File: config.mk
export PLATFORM = sky130hd
export DESIGN_NAME = mux_scan_sequencer
export DESIGN_NICKNAME = d
export VERILOG_FILES = /design/src/rtl/mux_scan_sequencer_pkg.sv /design/src/rtl/mux_scan_sequencer_settle_timer.sv /design/src/rtl/mux_scan_sequencer.sv
export SDC_FILE = /design/constraint.sdc
export NUM_CORES = 1
export LEC_CHECK = 0
export CORE_MARGIN = 4
export CORE_UTILIZATION = 51
export DETAILED_ROUTE_END_ITERATION = 6
export PLACE_DENSITY = 0.89
export RECOVER_POWER = 100
export SYNTH_ARGS = -nofsm -noshare
export SYNTH_HDL_FRONTEND = slang
export SYNTH_SLANG_ARGS = --single-unit
File: constraint.sdc
create_clock -name clk -period 2.05 [get_ports clk]
set_clock_uncertainty 0.2 [all_clocks]
set_input_delay 0.41 -clock clk [delete_from_list [all_inputs] [get_ports clk]]
set_output_delay 0.41 -clock clk [all_outputs]
set_load 0.01 [all_outputs]
File: src/rtl/mux_scan_sequencer_pkg.sv
`default_nettype none
// +------------------------------------------------------------------+
// | mux_scan_sequencer_pkg                                           |
// | Shared types and sizes for the 4:1 mux scan sequencer.           |
// | Revision: 1.0                                                    |
// +------------------------------------------------------------------+
package mux_scan_sequencer_pkg;

  localparam int NUM_CH = 4;
  localparam int SEL_W  = 2;
  localparam int CNT_W  = 4;

  typedef enum logic [1:0] {
    IDLE   = 2'd0,
    SETTLE = 2'd1,
    SAMPLE = 2'd2,
    DONE   = 2'd3
  } state_e;

endpackage
`default_nettype wire

File: src/rtl/mux_scan_sequencer_settle_timer.sv
`default_nettype none
// +------------------------------------------------------------------+
// | mux_scan_sequencer_settle_timer                                  |
// | Loadable down-counter; zero flags the last settle cycle.         |
// | Revision: 1.0                                                    |
// +------------------------------------------------------------------+
module mux_scan_sequencer_settle_timer #(
  parameter int CNT_W = 4
) (
  input  logic             clk,
  input  logic             rst,
  input  logic             load,
  input  logic             en,
  input  logic [CNT_W-1:0] load_val,
  output logic             zero
);

  logic [CNT_W-1:0] count_q;
  logic [CNT_W-1:0] count_d;

  // Saturates at zero so a stray enable never wraps to a long settle.
  always_comb begin
    count_d = count_q;
    if (load) begin
      count_d = load_val;
    end else if (en && (count_q != '0)) begin
      count_d = count_q - CNT_W'(1);
    end
  end

  always_ff @(posedge clk or posedge rst) begin
    if (rst) begin
      count_q <= '0;
    end else begin
      count_q <= count_d;
    end
  end

  assign zero = (count_q == '0);

endmodule
`default_nettype wire

File: src/rtl/mux_scan_sequencer.sv
`default_nettype none
// +------------------------------------------------------------------+
// | mux_scan_sequencer                                               |
// | Walks the 4:1 mux select, samples each channel after a settle    |
// | time and reports a frame snapshot plus change mask.              |
// | Revision: 1.0                                                    |
// +------------------------------------------------------------------+
module mux_scan_sequencer
  import mux_scan_sequencer_pkg::*;
#(
  parameter int SETTLE_CYCLES = 2
) (
  input  logic              clk,
  input  logic              rst,
  input  logic              start,
  input  logic              abort,
  input  logic              cont_mode,
  input  logic              mux_in,
  output logic [SEL_W-1:0]  sel,
  output logic              busy,
  output logic              frame_valid,
  output logic [NUM_CH-1:0] frame,
  output logic [NUM_CH-1:0] changed
);

  localparam logic [CNT_W-1:0] SETTLE_LOAD = CNT_W'(SETTLE_CYCLES - 1);
  localparam logic [SEL_W-1:0] LAST_CH     = SEL_W'(NUM_CH - 1);

  state_e            state_q, state_d;
  logic [SEL_W-1:0]  sel_q, sel_d;
  logic              busy_q, busy_d;
  logic              frame_valid_q, frame_valid_d;
  logic [NUM_CH-1:0] frame_q, frame_d;
  logic [NUM_CH-1:0] changed_q, changed_d;
  logic [NUM_CH-1:0] capture_q, capture_d;
  logic              tmr_load;
  logic              tmr_en;
  logic              tmr_zero;

  mux_scan_sequencer_settle_timer #(
    .CNT_W (CNT_W)
  ) u_settle_timer (
    .clk      (clk),
    .rst      (rst),
    .load     (tmr_load),
    .en       (tmr_en),
    .load_val (SETTLE_LOAD),
    .zero     (tmr_zero)
  );

  always_comb begin
    state_d   = state_q;
    sel_d     = sel_q;
    capture_d = capture_q;
    frame_d   = frame_q;
    changed_d = changed_q;
    tmr_load  = 1'b0;
    tmr_en    = 1'b0;

    case (state_q)
      IDLE: begin
        sel_d = '0;
        if (start) begin
          state_d  = SETTLE;
          tmr_load = 1'b1;
        end
      end
      SETTLE: begin
        if (tmr_zero) begin
          state_d = SAMPLE;
        end else begin
          tmr_en = 1'b1;
        end
      end
      SAMPLE: begin
        capture_d[sel_q] = mux_in;
        if (sel_q == LAST_CH) begin
          // Last channel bypasses the capture register to land in this frame.
          state_d                 = DONE;
          frame_d                 = capture_q;
          frame_d[NUM_CH-1]       = mux_in;
          changed_d               = frame_d ^ frame_q;
        end else begin
          state_d  = SETTLE;
          sel_d    = sel_q + SEL_W'(1);
          tmr_load = 1'b1;
        end
      end
      DONE: begin
        sel_d = '0;
        if (cont_mode) begin
          state_d  = SETTLE;
          tmr_load = 1'b1;
        end else begin
          state_d = IDLE;
        end
      end
      default: begin
        state_d = IDLE;
        sel_d   = '0;
      end
    endcase

    // Cancel discards the partial scan but leaves the last reported frame intact.
    if (abort) begin
      state_d   = IDLE;
      sel_d     = '0;
      capture_d = '0;
      frame_d   = frame_q;
      changed_d = changed_q;
      tmr_load  = 1'b0;
      tmr_en    = 1'b0;
    end

    busy_d        = (state_d != IDLE);
    frame_valid_d = (state_d == DONE);
  end

  always_ff @(posedge clk or posedge rst) begin
    if (rst) begin
      state_q       <= IDLE;
      sel_q         <= '0;
      busy_q        <= 1'b0;
      frame_valid_q <= 1'b0;
      frame_q       <= '0;
      changed_q     <= '0;
      capture_q     <= '0;
    end else begin
      state_q       <= state_d;
      sel_q         <= sel_d;
      busy_q        <= busy_d;
      frame_valid_q <= frame_valid_d;
      frame_q       <= frame_d;
      changed_q     <= changed_d;
      capture_q     <= capture_d;
    end
  end

  assign sel         = sel_q;
  assign busy        = busy_q;
  assign frame_valid = frame_valid_q;
  assign frame       = frame_q;
  assign changed     = changed_q;

endmodule
`default_nettype wire

Word level (Yosys, flattened, before mapping)
Index checks and enable logic that the tools add are counted.
Widths: inputs -> output; s select.

cells by class
  $add $sub $neg = 2
  magnitude comparators = 2
  equal/unequal tests = 6
  mux-type cells = 24
  bitwise logic cells = 2
  reductions and logical operators = 12

operators with widths
  operator             number
  $mux 4               4
  $mux 2               6
  $mux 1               9
  $eq 2x2->1 const B   4
  $pmux 2 s4           1
  $reduce_bool 2->1    3
  $bwmux 4             1
  $logic_not 4->1      1
  $pmux 2 s2           1
  $reduce_bool 4->1    1
  $sub 4x1->4 const B  1
  $xor 4x4->4          1
  $lt 2x3->1 const B   1
  $ne 3x3->1 const B   1
  $pmux 1 s3           1
  $reduce_and 3->1     1
  $reduce_bool 3->1    1
  $add 2x1->2 const B  1
  $demux 1 s2          1
  $eq 2x1->1 const B   1
  $ge 2x1->1 const B   1
  $logic_and 1x1->1    2
  $logic_not 2->1      1
  $reduce_and 2->1     1
  2 further kinds      2

word-level totals
  bits in registers = 22
  bits of input ports = 6

Longest topological paths before layout
Gate-level depths: netlist (run 1).

  depth in word-level cells = 7
  mapped depth = 6
  gate-level depth less buffers = 6

By module
Synthesis (run 1) repeated with hierarchy kept, for this count alone.

second synthesis, totals
  cells, all modules = 114
  area, all modules = 1,214.9 um^2

modules (own cells, without submodules)
  module                           instances  cells an instance  area an instance (um^2)  sequential area each (um^2)
  mux_scan_sequencer               1          86                 953.4                    425.4
  mux_scan_sequencer_settle_timer  1          28                 261.5                    100.1

Worst setup path before layout (run 1)
OpenSTA, ideal clock, no wires.

  kind = reg-to-reg
  from = register sel_q[0], in the netlist sel[0]
  to = register u_settle_timer.count_q[2]
  library setup time = 0.122 ns
  arrival = 1.383 ns
  required time = 1.728 ns
  setup slack = 0.346 ns
  stages on the path, launching flop included = 6
  buffers on the path = 0
  cell sequence = dfrtp_1 > ha_1 > nand2b_1 > a31oi_1 > o21ai_0 > a32o_1

between the ends
  longest elaborated chain between the ends = 5

ends and longest elaborated chain
  what                                                line                                   source
  start: declaration                                  mux_scan_sequencer.sv:30               logic [SEL_W-1:0] sel_q, sel_d;
  start signal: assignment                            mux_scan_sequencer.sv:130              sel_q <= sel_d;
  $eq 2x2->1 (*)                                      mux_scan_sequencer.sv:77               if (sel_q == LAST_CH) begin
  $mux 1 (*)                                          mux_scan_sequencer.sv:77
  $pmux 1 s3 (*)                                      mux_scan_sequencer.sv:60               case (state_q)
  $mux 1 (*)                                          mux_scan_sequencer.sv:105              if (abort) begin
  $mux 4 / $reduce_bool 2->1 (equally long branches)  n/a
  end signal: assignment                              mux_scan_sequencer_settle_timer.sv:35  count_q <= count_d;
  end: declaration                                    mux_scan_sequencer_settle_timer.sv:18  logic [CNT_W-1:0] count_q;

Every way passes the cells marked *; elsewhere a longest branch is shown, timed or not.
A chain may end at the register's enable or synchronous reset.

Worst setup path in the final report (run 1)
  from = register frame_q[0], in the netlist frame[0]
  to = output port frame[0]

RTL lines
  what                      line                       source
  start: declaration        mux_scan_sequencer.sv:33   logic [NUM_CH-1:0] frame_q, frame_d;
  start signal: assignment  mux_scan_sequencer.sv:133  frame_q <= frame_d;
  end: declaration          mux_scan_sequencer.sv:22   output logic [NUM_CH-1:0] frame,

No word-level cell between the ends.

==> metrics, run 1 <==
Syn Nets 128; worst endpoint data arrival time 1.34 ns; share of the synthesized area in the top cell type 47.7%; Hold Path Stages 2; met1 wire length 900 um; Clock Sinks 21; CTS max path bufs 2; area grow syn2layout 21.5%; number of flops mapped to enable cells by yosys 0; CTS root buffer clkbuf_4; Initial Utilization between 50% and 60%; top layer in use met4; Synth Area in XOR/XNOR 3.18%; largest net degree at the start of global routing 22; minimum clock period ~1.9 ns; Die Wd 54.5 um; Crit path max-delay family buffers and inverters; hold buffer count at CTS 0; worst-path fanout max 3; Post-Syn Area per Cell slightly below 10 um^2; area of the multi-input gates approximately 520 um^2; Hold Slack between 0.2 and 0.3 ns; fin crit share a little over nine tenths; main combinational cell family by area after synthesis simple AND/OR/NAND/NOR gates; core area between 2000 and 2500 um^2; I/O Pins 18; LEAKAGE slightly above 0.6 nW; Register Area around 530 um^2; buffers added on ports 17; ys flop type dfrtp_1; ANT cells 0; grt total ovfl 0; HP Class flip-flop to flip-flop; R2R Path Start state_q[0]; Final Hold Fails 0; YS warnings 0; Hold Path End changed[2]; critical path class flip-flop to primary output; detailed placement HPWL 1560 um; post-synthesis mux area share just over 4%; hold path startpoint changed[2]; RSZ-0062 raised after global routing no; final wirelength 2060 um; Cell Chain, Critical Path dlygate4sd3_1; Post-synth top cells dfrtp_1 (21), nand2_1 (17), inv_1 (11), ha_1 (10), o21ai_1 (7); cell area after synthesis around 1100 um^2; placer congestion estimate approximately 0.84; # rows 16; DRT Pass-1 Iters 4; post-synthesis sequential area ratio 47.7%; slowest cell on the critical path dlygate4sd3_1; Peak Freq approximately 0.5 GHz; Residual DRC 0; CP bufs+invs 1; simple-gate share of the synthesized area between 10% and 20%; max-cap violation count 0; Die H 54.5 um; WL met3 86 um; flop2flop setup slack roughly 0.17 ns; FILL cells 170; Least-Margin Pin Slew about 1.1 ns; Worst slew margin roughly a quarter; nets 151; status finished, final reports clean; Avg Vias per Cell about 5.4; cell taking the most area after synthesis dfrtp_1; Worst VDD drop 768 uV; GR Util All Layers approximately 17%; share of synthesized registers carrying an async set or reset between 90% and 100%; die footprint roughly 3000 um^2; postcts setup bufs 0; pwr dens 964 nW/um^2; initial antenna violation count 0; Critical Path RT roughly 1.4 ns; R2R depth 6; Final ANT Viol Nets 0; met2 routed WL about 1000 um; first-pass GRT wire length about 3500 um; Post-Synth Adder-Cell Area 11.4%; Post-Synthesis Cells 112; startpoint type of the worst setup path flip-flop; H-tree depth 1; largest cells by area after synthesis dfrtp_1 (48%), ha_1 (11%), nand2_1 (5.8%), mux2_1 (4.1%), inv_1 (3.8%); Setup crit end kind primary output; Iteration-0 DRC Markers 20; flops & latches, synth 21; count leader, synth dfrtp_1; CTS tree built; Routed WL per cell approximately 13 um; Skew-Pair Late Insertion Delay about 0.3 ns; vias in the first global route between 800 and 900; layout cells sized above 1 under 10%; Final Setup Violations 0; max-slew violations 0; via count 866; number of CTS-inserted buffers 3; Netlist cell types 26; Compound-Gate Fraction of Synth Area 13.0%; clock-pin transition on the worst setup and hold timing paths ~0.11 ns; Max stage delay on crit path around 0.61 ns; Reg2Reg Capture Point u_settle_timer.count_q[2]; total negative slack 0 ns
[registers in the layout, summed over array words and instances, names as in the netlist]
name                    flops
frame_valid                 1
frame                       4
capture_q                   3
sel                         2
busy                        1
changed                     4
state_q                     2
u_settle_timer.count_q      4
[worst max path at each step]
stage / start / endpoint / slack [ns] / depth (start not counted)
floorplan: sel[0] / u_settle_timer.count_q[2] / 0.35 / 5
detailed placement: state_q[0] / frame[2] / 0.11 / 4
finish: frame[0] / frame[0] / 0.10 / 1
global placement: start / u_settle_timer.count_q[2] / 0.16 / 5
CTS: state_q[0] / frame[2] / 0.1 / 4
global route: rst / capture_q[2] / 0.04 / 3
[cell usage in the layout, fill, tap and decap left out]
cell and count:
clkdlybuf4s50_1 6, a221oi_1 1, nand2b_1 2, a221o_1 1
a32oi_1 1, nor4_1 1, inv_1 11, o22ai_1 1
nor2_1 4, xnor2_1 4, nand2_1 17, clkbuf_1 4
ha_1 9, a31oi_1 2, o2bb2ai_1 1, a211oi_1 1
a32o_1 1, o21ai_0 6, clkbuf_4 3, a21oi_1 6
ha_2 1, dfrtp_1 21, o21ai_1 2, nor2b_1 2
nand3b_1 1, or3_1 1, mux2_1 4, nand3_1 6
or3b_1 2, buf_4 1, dlygate4sd3_1 11
[per-layer routing]
metal	GRT usage, %	vias up
met4	7.47	0
met1	20.9	411
li1	-	433
met2	27.9	17
met3	3.00	5
met5	0	-
[worst min-delay path, delay by kind of cell (launching register included)]
kind               cells  cell delay, ns
and+or+nand+nor        1            0.04
DFF                    1            0.36
AOI/OAI and AO/OA      1            0.06
[stage by stage]
stage | std cells | setup WS [ns] | power (W) | util, % | cell area, um^2
after global placement | 157 | 0.157 | 0.00107 | 65.9 | 1320
final | 161 | 0.102 | 0.00129 | 66.8 | 1340
after floorplan | 112 | 0.346 | 0.000954 | - | 1100
after CTS | 161 | 0.0951 | 0.00131 | 67.3 | 1350
after detailed placement | 157 | 0.110 | 0.00111 | 65.9 | 1320
after global routing | 161 | 0.0378 | 0.00139 | 66.8 | 1340
[final cells by class]
cell class              instances  area share, %
repair buffers                 21           14.1
well taps                      27           2.53
inverters                      11           3.09
clock buffers                   4           1.96
multi-input cells              77           39.0
flip-flops and latches         21           39.3
[power by group]
part | total (W) | internal [W] | leakage (nW) | switching, W
Combinational | 0.000534 | 0.000228 | 0.323 | 0.000306
Clock | 0.000198 | 0.0000759 | 0.0150 | 0.000122
Sequential | 0.000557 | 0.000489 | 0.285 | 0.0000680
Total | 0.00129 | 0.000792 | 0.623 | 0.000497
[timing repair]
action                                 in CTS  in global routing
resized for setup                           0                  1
setup endpoints to repair                   0                  7
endpoints found under the hold margin       0                  0
[cells by family after synthesis]
| kind of cell | after synthesis |
|---|---|
| xor+xnor | 4 |
| simple gates | 36 |
| flops | 21 |
| fa+ha+maj | 10 |
| mux | 4 |
| buf+inv | 14 |
| compound gates | 23 |
Power figures use the tool's default switching activity.
==> inputs of run 2 (changes only) <==
- GPL_TIMING_DRIVEN: default -> 0
- PLACE_DENSITY: 0.89 -> 0.78
==> metrics, run 2 (synthesis results as in run 1) <==
initial antenna violation count 0 (unchanged); area grow syn2layout 20.8% (was 21.5%); via count 850 (was 866); # rows 16 (unchanged); status finished, final reports clean (unchanged); Peak Freq 0.518 GHz (was 0.513 GHz); Crit. path cell count 1 (unchanged); GR Util All Layers 15.7% (was 16.7%); CTS root buffer clkbuf_4 (unchanged); placer congestion estimate 0.874 (was 0.845); area of the multi-input gates 519 um^2 (was 522 um^2); Clock Sinks 21 (unchanged); Routed WL per cell 11.7 um (was 12.8 um); Reg2Reg Capture Point u_settle_timer.count_q[2] (unchanged); worst-path fanout max 6 (was 3); DRT Pass-1 Iters 4 (unchanged); slowest cell on the critical path clkdlybuf4s50_1 (was dlygate4sd3_1); HP Class flip-flop to flip-flop (unchanged); Hold Path Stages 2 (unchanged); Setup crit end kind primary output (unchanged); Final Hold Fails 0 (unchanged); total negative slack 0 ns (unchanged); die footprint 2970 um^2 (unchanged); R2R depth 5 (was 6); hold buffer count at CTS 0 (unchanged); Final Setup Violations 0 (unchanged); Die H 54.5 um (unchanged); RSZ-0062 raised after global routing no (unchanged); H-tree depth 1 (unchanged); Skew-Pair Late Insertion Delay 0.30 ns (about the same); final wirelength 1870 um (was 2060 um); I/O Pins 18 (unchanged); Worst slew margin 47.9% (was 26.0%); Register Area 526 um^2 (unchanged); clock-pin transition on the worst setup and hold timing paths 0.11 ns (about the same); commonest non-fill, non-tap cells in the layout dfrtp_1 (21), nand2_1 (17), inv_1 (11), dlygate4sd3_1 (11), ha_1 (10) (was dfrtp_1 (21), nand2_1 (17), inv_1 (11), dlygate4sd3_1 (11), ha_1 (9)); Iteration-0 DRC Markers 14 (was 20); largest net degree at the start of global routing 22 (unchanged); detailed placement HPWL 1450 um (was 1560 um); ANT cells 0 (unchanged); first-pass GRT wire length 3370 um (was 3550 um); postcts setup bufs 0 (unchanged); Crit path max-delay family buffers and inverters (unchanged); FILL cells 169 (was 170); max-slew violations 0 (unchanged); max-cap violation count 0 (unchanged); startpoint type of the worst setup path flip-flop (unchanged); Die Wd 54.5 um (unchanged); Final ANT Viol Nets 0 (unchanged); Critical Path RT 1.44 ns (about the same); Critical path origin sel[0] (was frame[0]); vias in the first global route 776 (was 820); buffers added on ports 17 (unchanged); worst endpoint data arrival time 1.32 ns (was 1.34 ns); grt total ovfl 0 (unchanged); flop2flop setup slack 0.20 ns (was 0.17 ns); fin crit share 94.3% (was 95.0%); CTS max path bufs 2 (unchanged); number of CTS-inserted buffers 3 (unchanged); Cell Chain, Critical Path clkdlybuf4s50_1 (was dlygate4sd3_1); Worst VDD drop 748 uV (was 768 uV); core area 2000 um^2 (unchanged); layout cells sized above 1 3.76% (was 3.73%); Max stage delay on crit path 0.57 ns (was 0.61 ns); minimum clock period 1.93 ns (was 1.95 ns); R2R Path Start sel[0] (was state_q[0]); Worst Setup EP sel[0] (was frame[0]); LEAKAGE 0.623 nW (about the same); PostCTS Resize Cnt 0 (unchanged); Initial Utilization 55.0% (unchanged); Total Power 0.00128 W (was 0.00129 W); Least-Margin Pin Slew 0.780 ns (was 1.11 ns); most common cell after layout, fill and taps aside dfrtp_1 (unchanged); CTS tree built (unchanged); pwr dens 961 nW/um^2 (was 964 nW/um^2); nets 150 (was 151); critical path class flip-flop to primary output (unchanged); CP bufs+invs 1 (unchanged); Avg Vias per Cell 5.31 (was 5.38); Residual DRC 0 (unchanged)
-- run 2: cell count changes in the layout (fill, tap and decap cells not counted), sizes merged --
cell    change
buf         +1
clkbuf      -2
-- run 2: cell type report --
type,count,area share (%)
multi-input cells,77,39.0
plain buffers,3,1.03
clock buffers,4,1.98
repair buffers,17,12.8
well taps,27,2.54
flip-flops and latches,21,39.5
inverters,11,3.10
-- run 2: worst min-delay path by stage --
| stage | start | end | slack (ns) |
|---|---|---|---|
| 6_report | changed[1] | changed[1] | 0.28 |
| 5_1_grt | changed[1] | changed[1] | 0.33 |
| 4_1_cts | changed[1] | changed[1] | 0.30 |
| 3_5_place_dp | changed[1] | changed[1] | 0.27 |
| 3_3_place_gp | changed[2] | changed[2] | 0.27 |
| 2_1_floorplan | rst | busy | 0.19 |
-- run 2: routing by layer --
layer  global-route usage [%]  up-vias  share of wire, %
met5                        0        -                 0
met4                     4.98        0               1.3
met3                     2.45        4               4.6
met2                     26.7       20                49
met1                     20.2      403                45
li1                         -      423                 -
-- run 2: worst reg2reg max path: cells and delay by family, from the launching register on --
kind,cells,cell delay [ns]
compound gates,3,0.62
flops,1,0.46
fa+ha+maj,1,0.29
simple gates,1,0.19
-- run 2: power breakdown --
part	internal, W	switching [W]
logic	0.000223	0.000303
clock network	0.0000757	0.000122
registers	0.000489	0.0000655
total	0.000788	0.000490
-- run 2: stage by stage --
step	setup WS, ns	hold WS, ns	cells	instance area [um^2]	util, %
CTS	0.111	0.302	160	1330	66.5
finish	0.118	0.283	160	1330	66.4
global route	0.0253	0.326	160	1330	66.4
global placement	0.122	0.265	156	1310	65.2
detailed placement	0.111	0.274	156	1310	65.2
floorplan	0.346	0.187	112	1100	-
